===== src/rtl/ser2par_pkg.sv =====
// Shared types and sizing helpers for the ser2par_sample serial receiver.
// SER2PAR_PARITY_EN adds a trailing even-parity bit to every frame.
package ser2par_pkg;

  typedef enum logic {
    IDLE  = 1'b0,
    SHIFT = 1'b1
  } state_e;

  localparam int unsigned SER2PAR_N = 12;

  // Bits per frame: N data bits, plus one parity bit when enabled.
  function automatic int unsigned frame_len_f(input int unsigned n);
`ifdef SER2PAR_PARITY_EN
    return n + 1;
`else
    return n;
`endif
  endfunction

  function automatic int unsigned cnt_w_f(input int unsigned n);
    return unsigned'($clog2(n + 2));
  endfunction

  localparam int unsigned CNT_W     = cnt_w_f(SER2PAR_N);
  localparam int unsigned FRAME_LEN = frame_len_f(SER2PAR_N);

endpackage


===== src/rtl/ser2par_sample_if.sv =====
// Serial-in / sample-out bundle of ser2par_sample; slave is the receiver side.
interface ser2par_sample_if #(
  parameter int unsigned N = ser2par_pkg::SER2PAR_N
);
  logic         i_sen;
  logic         i_sdata;
  logic         i_sframe;
  logic         i_ready;
  logic [N-1:0] o_data;
  logic         o_valid;
  logic         o_ovr;
  logic         o_resync;
  logic         o_perr;

  modport master (
    output i_sen, i_sdata, i_sframe, i_ready,
    input  o_data, o_valid, o_ovr, o_resync, o_perr
  );

  modport slave (
    input  i_sen, i_sdata, i_sframe, i_ready,
    output o_data, o_valid, o_ovr, o_resync, o_perr
  );
endinterface


===== src/rtl/ser2par_bitcnt.sv =====
// Bit counter for the serial receiver: clear, load-to-1, saturating increment
// and a combinational flag when the count sits at the terminal value.
module ser2par_bitcnt #(
  parameter int unsigned W  = 4,
  parameter int unsigned TC = 11
) (
  input  logic clk,
  input  logic rst_n,
  input  logic clr_i,
  input  logic load1_i,
  input  logic en_i,
  output logic tc_c_o
);

  logic [W-1:0] cnt_q, cnt_d;

  // Clear wins over load, load wins over increment; hold once at terminal.
  always_comb begin
    cnt_d = cnt_q;
    if (clr_i) begin
      cnt_d = '0;
    end else if (load1_i) begin
      cnt_d = W'(1);
    end else if (en_i && (cnt_q != W'(TC))) begin
      cnt_d = cnt_q + W'(1);
    end
  end

  always_ff @(posedge clk or negedge rst_n) begin
    if (!rst_n) begin
      cnt_q <= '0;
    end else begin
      cnt_q <= cnt_d;
    end
  end

  assign tc_c_o = (cnt_q == W'(TC));

endmodule


===== src/rtl/ser2par_sample.sv =====
// MSB-first bit-serial to parallel receiver for signed N-bit samples with
// valid/ready output, frame resync and overrun pulses. SER2PAR_PARITY_EN
// enables the trailing even-parity bit check and the o_perr pulse.
module ser2par_sample
  import ser2par_pkg::*;
#(
  parameter int unsigned N = SER2PAR_N
) (
  input  logic             i_clk,
  input  logic             i_rst_n,
  ser2par_sample_if.slave  bus
);

  localparam int unsigned CW   = cnt_w_f(N);
  localparam int unsigned FLEN = frame_len_f(N);

  state_e       state_q, state_d;
  logic [N-1:0] shift_q, shift_d;
  logic [N-1:0] data_q, data_d;
  logic         valid_q, valid_d;
  logic         ovr_q, ovr_d;
  logic         resync_q, resync_d;
  logic [N-1:0] shift_nx;
  logic [N-1:0] word;
  logic         par_ok;
  logic         cnt_clr, cnt_load1, cnt_en, cnt_tc;
`ifdef SER2PAR_PARITY_EN
  logic         par_q, par_d;
  logic         perr_q, perr_d;
`endif

  ser2par_bitcnt #(
    .W  (CW),
    .TC (FLEN - 1)
  ) u_bitcnt (
    .clk     (i_clk),
    .rst_n   (i_rst_n),
    .clr_i   (cnt_clr),
    .load1_i (cnt_load1),
    .en_i    (cnt_en),
    .tc_c_o  (cnt_tc)
  );

  // Shift left, new bit at LSB; the oldest bit falls off the top.
  assign shift_nx = N'({shift_q, bus.i_sdata});

`ifdef SER2PAR_PARITY_EN
  // Last frame bit is parity: data is already complete in the shifter.
  assign word   = shift_q;
  assign par_ok = ~(par_q ^ bus.i_sdata);
`else
  assign word   = shift_nx;
  assign par_ok = 1'b1;
`endif

  always_comb begin
    state_d   = state_q;
    shift_d   = shift_q;
    data_d    = data_q;
    valid_d   = valid_q & ~bus.i_ready;
    ovr_d     = 1'b0;
    resync_d  = 1'b0;
    cnt_clr   = 1'b0;
    cnt_load1 = 1'b0;
    cnt_en    = 1'b0;
`ifdef SER2PAR_PARITY_EN
    par_d     = par_q;
    perr_d    = 1'b0;
`endif
    unique case (state_q)
      IDLE: begin
        if (bus.i_sen && bus.i_sframe) begin
          state_d   = SHIFT;
          shift_d   = N'(bus.i_sdata);
          cnt_load1 = 1'b1;
`ifdef SER2PAR_PARITY_EN
          par_d     = bus.i_sdata;
`endif
        end
      end
      SHIFT: begin
        if (bus.i_sen) begin
          if (bus.i_sframe) begin
            // Marker inside a frame (even on its last bit): restart on this bit.
            shift_d   = N'(bus.i_sdata);
            cnt_load1 = 1'b1;
            resync_d  = 1'b1;
`ifdef SER2PAR_PARITY_EN
            par_d     = bus.i_sdata;
`endif
          end else if (cnt_tc) begin
            state_d = IDLE;
            cnt_clr = 1'b1;
            if (!par_ok) begin
`ifdef SER2PAR_PARITY_EN
              perr_d = 1'b1;
`endif
            end else if (!valid_q || bus.i_ready) begin
              data_d  = word;
              valid_d = 1'b1;
            end else begin
              ovr_d = 1'b1;
            end
          end else begin
            shift_d = shift_nx;
            cnt_en  = 1'b1;
`ifdef SER2PAR_PARITY_EN
            par_d   = par_q ^ bus.i_sdata;
`endif
          end
        end
      end
      default: state_d = IDLE;
    endcase
  end

  always_ff @(posedge i_clk or negedge i_rst_n) begin
    if (!i_rst_n) begin
      state_q  <= IDLE;
      shift_q  <= '0;
      data_q   <= '0;
      valid_q  <= 1'b0;
      ovr_q    <= 1'b0;
      resync_q <= 1'b0;
`ifdef SER2PAR_PARITY_EN
      par_q    <= 1'b0;
      perr_q   <= 1'b0;
`endif
    end else begin
      state_q  <= state_d;
      shift_q  <= shift_d;
      data_q   <= data_d;
      valid_q  <= valid_d;
      ovr_q    <= ovr_d;
      resync_q <= resync_d;
`ifdef SER2PAR_PARITY_EN
      par_q    <= par_d;
      perr_q   <= perr_d;
`endif
    end
  end

  assign bus.o_data   = data_q;
  assign bus.o_valid  = valid_q;
  assign bus.o_ovr    = ovr_q;
  assign bus.o_resync = resync_q;
`ifdef SER2PAR_PARITY_EN
  assign bus.o_perr   = perr_q;
`else
  assign bus.o_perr   = 1'b0;
`endif

endmodule

===== src/flat_wrapper.sv =====
// flat-port wrapper written by rule: the top's interface ports become plain ports
module ser2par_sample_flat import ser2par_pkg::*;
#(
  parameter int unsigned N = SER2PAR_N
)
  (i_clk, i_rst_n, bus_i_sen, bus_i_sdata, bus_i_sframe, bus_i_ready, bus_o_data, bus_o_valid, bus_o_ovr, bus_o_resync, bus_o_perr);
  ser2par_sample_if #(.N(N)) bus_i ();
  input  logic i_clk;
  input  logic i_rst_n;
  input wire logic [$bits(bus_i.i_sen)-1:0] bus_i_sen;
  input wire logic [$bits(bus_i.i_sdata)-1:0] bus_i_sdata;
  input wire logic [$bits(bus_i.i_sframe)-1:0] bus_i_sframe;
  input wire logic [$bits(bus_i.i_ready)-1:0] bus_i_ready;
  output wire logic [$bits(bus_i.o_data)-1:0] bus_o_data;
  output wire logic [$bits(bus_i.o_valid)-1:0] bus_o_valid;
  output wire logic [$bits(bus_i.o_ovr)-1:0] bus_o_ovr;
  output wire logic [$bits(bus_i.o_resync)-1:0] bus_o_resync;
  output wire logic [$bits(bus_i.o_perr)-1:0] bus_o_perr;
  assign bus_i.i_sen = bus_i_sen;
  assign bus_i.i_sdata = bus_i_sdata;
  assign bus_i.i_sframe = bus_i_sframe;
  assign bus_i.i_ready = bus_i_ready;
  assign bus_o_data = bus_i.o_data;
  assign bus_o_valid = bus_i.o_valid;
  assign bus_o_ovr = bus_i.o_ovr;
  assign bus_o_resync = bus_i.o_resync;
  assign bus_o_perr = bus_i.o_perr;
  ser2par_sample #(.N(N)) u_core (.i_clk(i_clk), .i_rst_n(i_rst_n), .bus(bus_i));
endmodule

===== config.mk =====
export PLATFORM = sky130hd
export DESIGN_NAME = ser2par_sample_flat
export DESIGN_NICKNAME = d
export VERILOG_FILES = /design/src/rtl/ser2par_pkg.sv /design/src/rtl/ser2par_sample_if.sv /design/src/rtl/ser2par_bitcnt.sv /design/src/rtl/ser2par_sample.sv /design/src/flat_wrapper.sv
export SDC_FILE = /design/constraint.sdc
export NUM_CORES = 1
export LEC_CHECK = 0
export ABC_AREA = 1
export BUFFER_PORTS_ARGS = -buffer_cell sky130_fd_sc_hd__buf_2
export CAP_MARGIN = 20
export CORE_UTILIZATION = 40
export CTS_CLUSTER_SIZE = 30
export DETAILED_ROUTE_END_ITERATION = 7
export GPL_ROUTABILITY_DRIVEN = 0
export GPL_TIMING_DRIVEN = 0
export PLACE_DENSITY_LB_ADDON = 0.25
export REMOVE_ABC_BUFFERS = 1
export SETUP_SLACK_MARGIN = 0.2
export SYNTH_ARGS = -nofsm -noshare
export SYNTH_HDL_FRONTEND = slang
export SYNTH_SLANG_ARGS = --single-unit

===== constraint.sdc =====
create_clock -name i_clk -period 1.5 [get_ports i_clk]
set_clock_uncertainty 0.2 [all_clocks]
set_input_delay 0.3 -clock i_clk [delete_from_list [all_inputs] [get_ports i_clk]]
set_output_delay 0.3 -clock i_clk [all_outputs]
set_load 0.03 [all_outputs]

==> reports/metrics.cfg <==
[outcome]
status=complete, no violations

[grt]
grt_pass1_wl_um=5200
grt_overflow=0
grt_start_max_net_pins=32
grt_usage=0.201
grt_pass1_vias=1204
antenna_found_initial=0

[critical_path]
crit_fanout=11
crit_path_end_kind=register
r2r_cells=6
r2r_end=u_core.bus.o_data[11]
start_kind=register
critPathRequiredTime_ns=1.58
cp-startpoint=u_core.u_bitcnt.cnt_q[1]
path_class=register to register
worstReg2RegStart=u_core.u_bitcnt.cnt_q[1]
arrival_ns=1.52
rrSetupSlack_ns=0.06

[detailed_routing]
num_vias=1164
drt_iter0_drc=27
wl_per_cell_um=13.3
vias_per_cell=4.89
drtPass1Iterations=4
drc=0
ant_nets=0
wl_um=3180

[finish]
final_cell_mix=49 x nand2_1, 31 x dfrtp_1, 24 x nand3_1
antennaDiodeCount=0
area_delta_synth_final_pct=38.1
fin_util=0.604
fin_cells=238
nFillCells=295
drive_gt1_frac=0.340
final_cell_area_mm2=0.00190
layout.nets=200
final_common_cell=nand2_1

[placed_design]
place_inst=212
preCtsSetupSlack_ns=-0.225
numPortBuffers=20
dp_hpwl_um=1710
placed_area_mm2=0.00147

[floorplanning]
start_util=0.437
ios=22
die_w_um=60.7
die_h_um=60.7
die_area_mm2=0.00369
core-area_mm2=0.00315
rows=20

[synth]
synthCells=154
ys_ff_latch=31
synthMuxAreaShare=0
synth_top_family_by_area=simple AND/OR/NAND/NOR gates
ys_seq_area_frac=0.563
ys_warn_count=0
synthXorXnorAreaFrac=0
synth_cell_types=20
synth.avg_cell_area_um2=8.95
synth_fa_ha_area_frac=0.00907
synthSimpleGateAreaFrac=0.337
synth_compound_area_frac=0.0127
syn_area_mm2=0.00138

[sta]
slew_viol_final=0
max_freq_mhz=697
fin_crit_sh=0.957
finalHoldViolCount=0
setup_viol=0
post-route-min-period_ns=1.44
fin_ws_ns=0.0645
rsz0062_at_grt=true

[power_and_ir_drop]
combPwrFrac=0.194
clock_power_share=0.339
p_int_mw=1.45
switching_share=0.290
seqPwrFrac=0.467
vdd_ir_drop_max_uv=627
power_density_mw_per_mm2=1080
p_sw_mw=0.596
p_leak_nw=1.05

[hold_path]
min_from=bus_i_sframe
hold_class=input port to register
hold_path_end=u_core.shift_q[10]
hold_path_depth=4

[cts]
clock_sinks=31
clk_path_buf_depth=2
cts_tree=built
cts_made_buffers=5
htreeDepth=2
clk_pin_slew_ns=0.10
root_buffer=clkbuf_4
worstSkewPairLatency_ns=0.33

[flow_run]
max_cap_violations=0

power groups by stage:
| stage | Combinational [mW] | Sequential [mW] | Clock (mW) |
|---|---|---|---|
| after floorplan | 0.148 | 0.994 | 0 |
| after global placement | 0.257 | 0.957 | 0 |
| after detailed placement | 0.269 | 0.960 | 0 |
| after CTS | 0.386 | 0.954 | 0.715 |
| after global routing | 0.441 | 0.962 | 0.746 |
| final | 0.399 | 0.957 | 0.695 |
how the worst max path moves through the flow:
| stage | endpoint | slack, ns | cells after the start |
|---|---|---|---|
| detailed placement | u_core.bus.o_data[9] | -0.22 | 6 |
| floorplan | u_core.shift_q[1] | -0.02 | 7 |
| finish | u_core.bus.o_data[11] | 0.06 | 6 |
| global route | u_core.bus.o_data[0] | -0.04 | 6 |
| CTS | u_core.bus.o_data[9] | 0.07 | 6 |
| global placement | u_core.bus.o_data[3] | -0.18 | 6 |
metal layers:
layer / global-route usage / wire (µm)
met5: 0 / 0
met1: 0.204 / 1310
met2: 0.370 / 1690
met4: 0.101 / 61
met3: 0.0618 / 114
cells by family (layout without fill, tap and decap cells):
group,after synthesis,in the layout
adders and majority gates,1,1
AOI/OAI and AO/OA,3,3
buffers and inverters,18,57
other,1,1
DFF,31,31
and+or+nand+nor,100,101
layout make-up:
| class | instances | area, µm² | share of cell area |
|---|---|---|---|
| clock buffers | 6 | 51.3 | 0.0269 |
| multi-input cells | 106 | 582 | 0.306 |
| clock inverters | 2 | 35.0 | 0.0184 |
| flip-flops and latches | 31 | 776 | 0.407 |
| repair buffers | 36 | 342 | 0.179 |
| repair inverters | 1 | 11.3 | 0.00591 |
| inverters | 12 | 52.6 | 0.0276 |
| well taps | 44 | 55.1 | 0.0289 |
stage by stage:
stage / hold slack [ns] / power [mW] / TNS [ns]
after global placement: 0.173 / 1.21 / -4.01
after floorplan: -0.196 / 1.14 / -0.289
after detailed placement: 0.183 / 1.23 / -4.95
after global routing: 0.129 / 2.15 / -0.189
after CTS: 0.130 / 2.05 / 0
final: 0.123 / 2.05 / 0
state kept, by name, indices dropped and copies added (netlist names):
name                   count
u_core.shift_q            11
u_core.bus.o_valid         1
u_core.state_q             1
u_core.bus.o_data         12
u_core.u_bitcnt.cnt_q      4
u_core.bus.o_ovr           1
u_core.bus.o_resync        1
critical path: stages, from the launching register on:
cell	delay (ns)
dfrtp_1	0.40
ha_4	0.16
nand3_4	0.12
nor2_8	0.20
buf_12	0.15
nand3_1	0.07
nand2_1	0.09
synthesized netlist by cell type:
master / instances / area share
inv_1: 9 / 0.024
nand2_1: 60 / 0.16
buf_6: 4 / 0.033
ha_1: 1 / 0.0091
nor2_2: 1 / 0.0045
o211ai_1: 1 / 0.0054
nor2_8: 1 / 0.015
inv_2: 3 / 0.0082
a21oi_1: 1 / 0.0036
o21ai_0: 1 / 0.0036
nand3_4: 1 / 0.013
nand2_4: 1 / 0.0082
nand2_2: 2 / 0.0091
buf_4: 2 / 0.011
nand3_1: 24 / 0.087
dfrtp_1: 31 / 0.56
nand3_2: 1 / 0.0073
nor2_1: 6 / 0.016
nand4_1: 3 / 0.014
conb_1: 1 / 0.0027
what timing repair did:
item                       in CTS  in global routing
setup endpoints to repair      45                 76
pin swaps                      13                  1
hold endpoints to repair       32                  0
hold buffers                    2                  0
resized for setup              53                  4
cloned                          2                  0
setup buffers                  13                  1
Note: power is estimated with default switching activity, not from simulation.
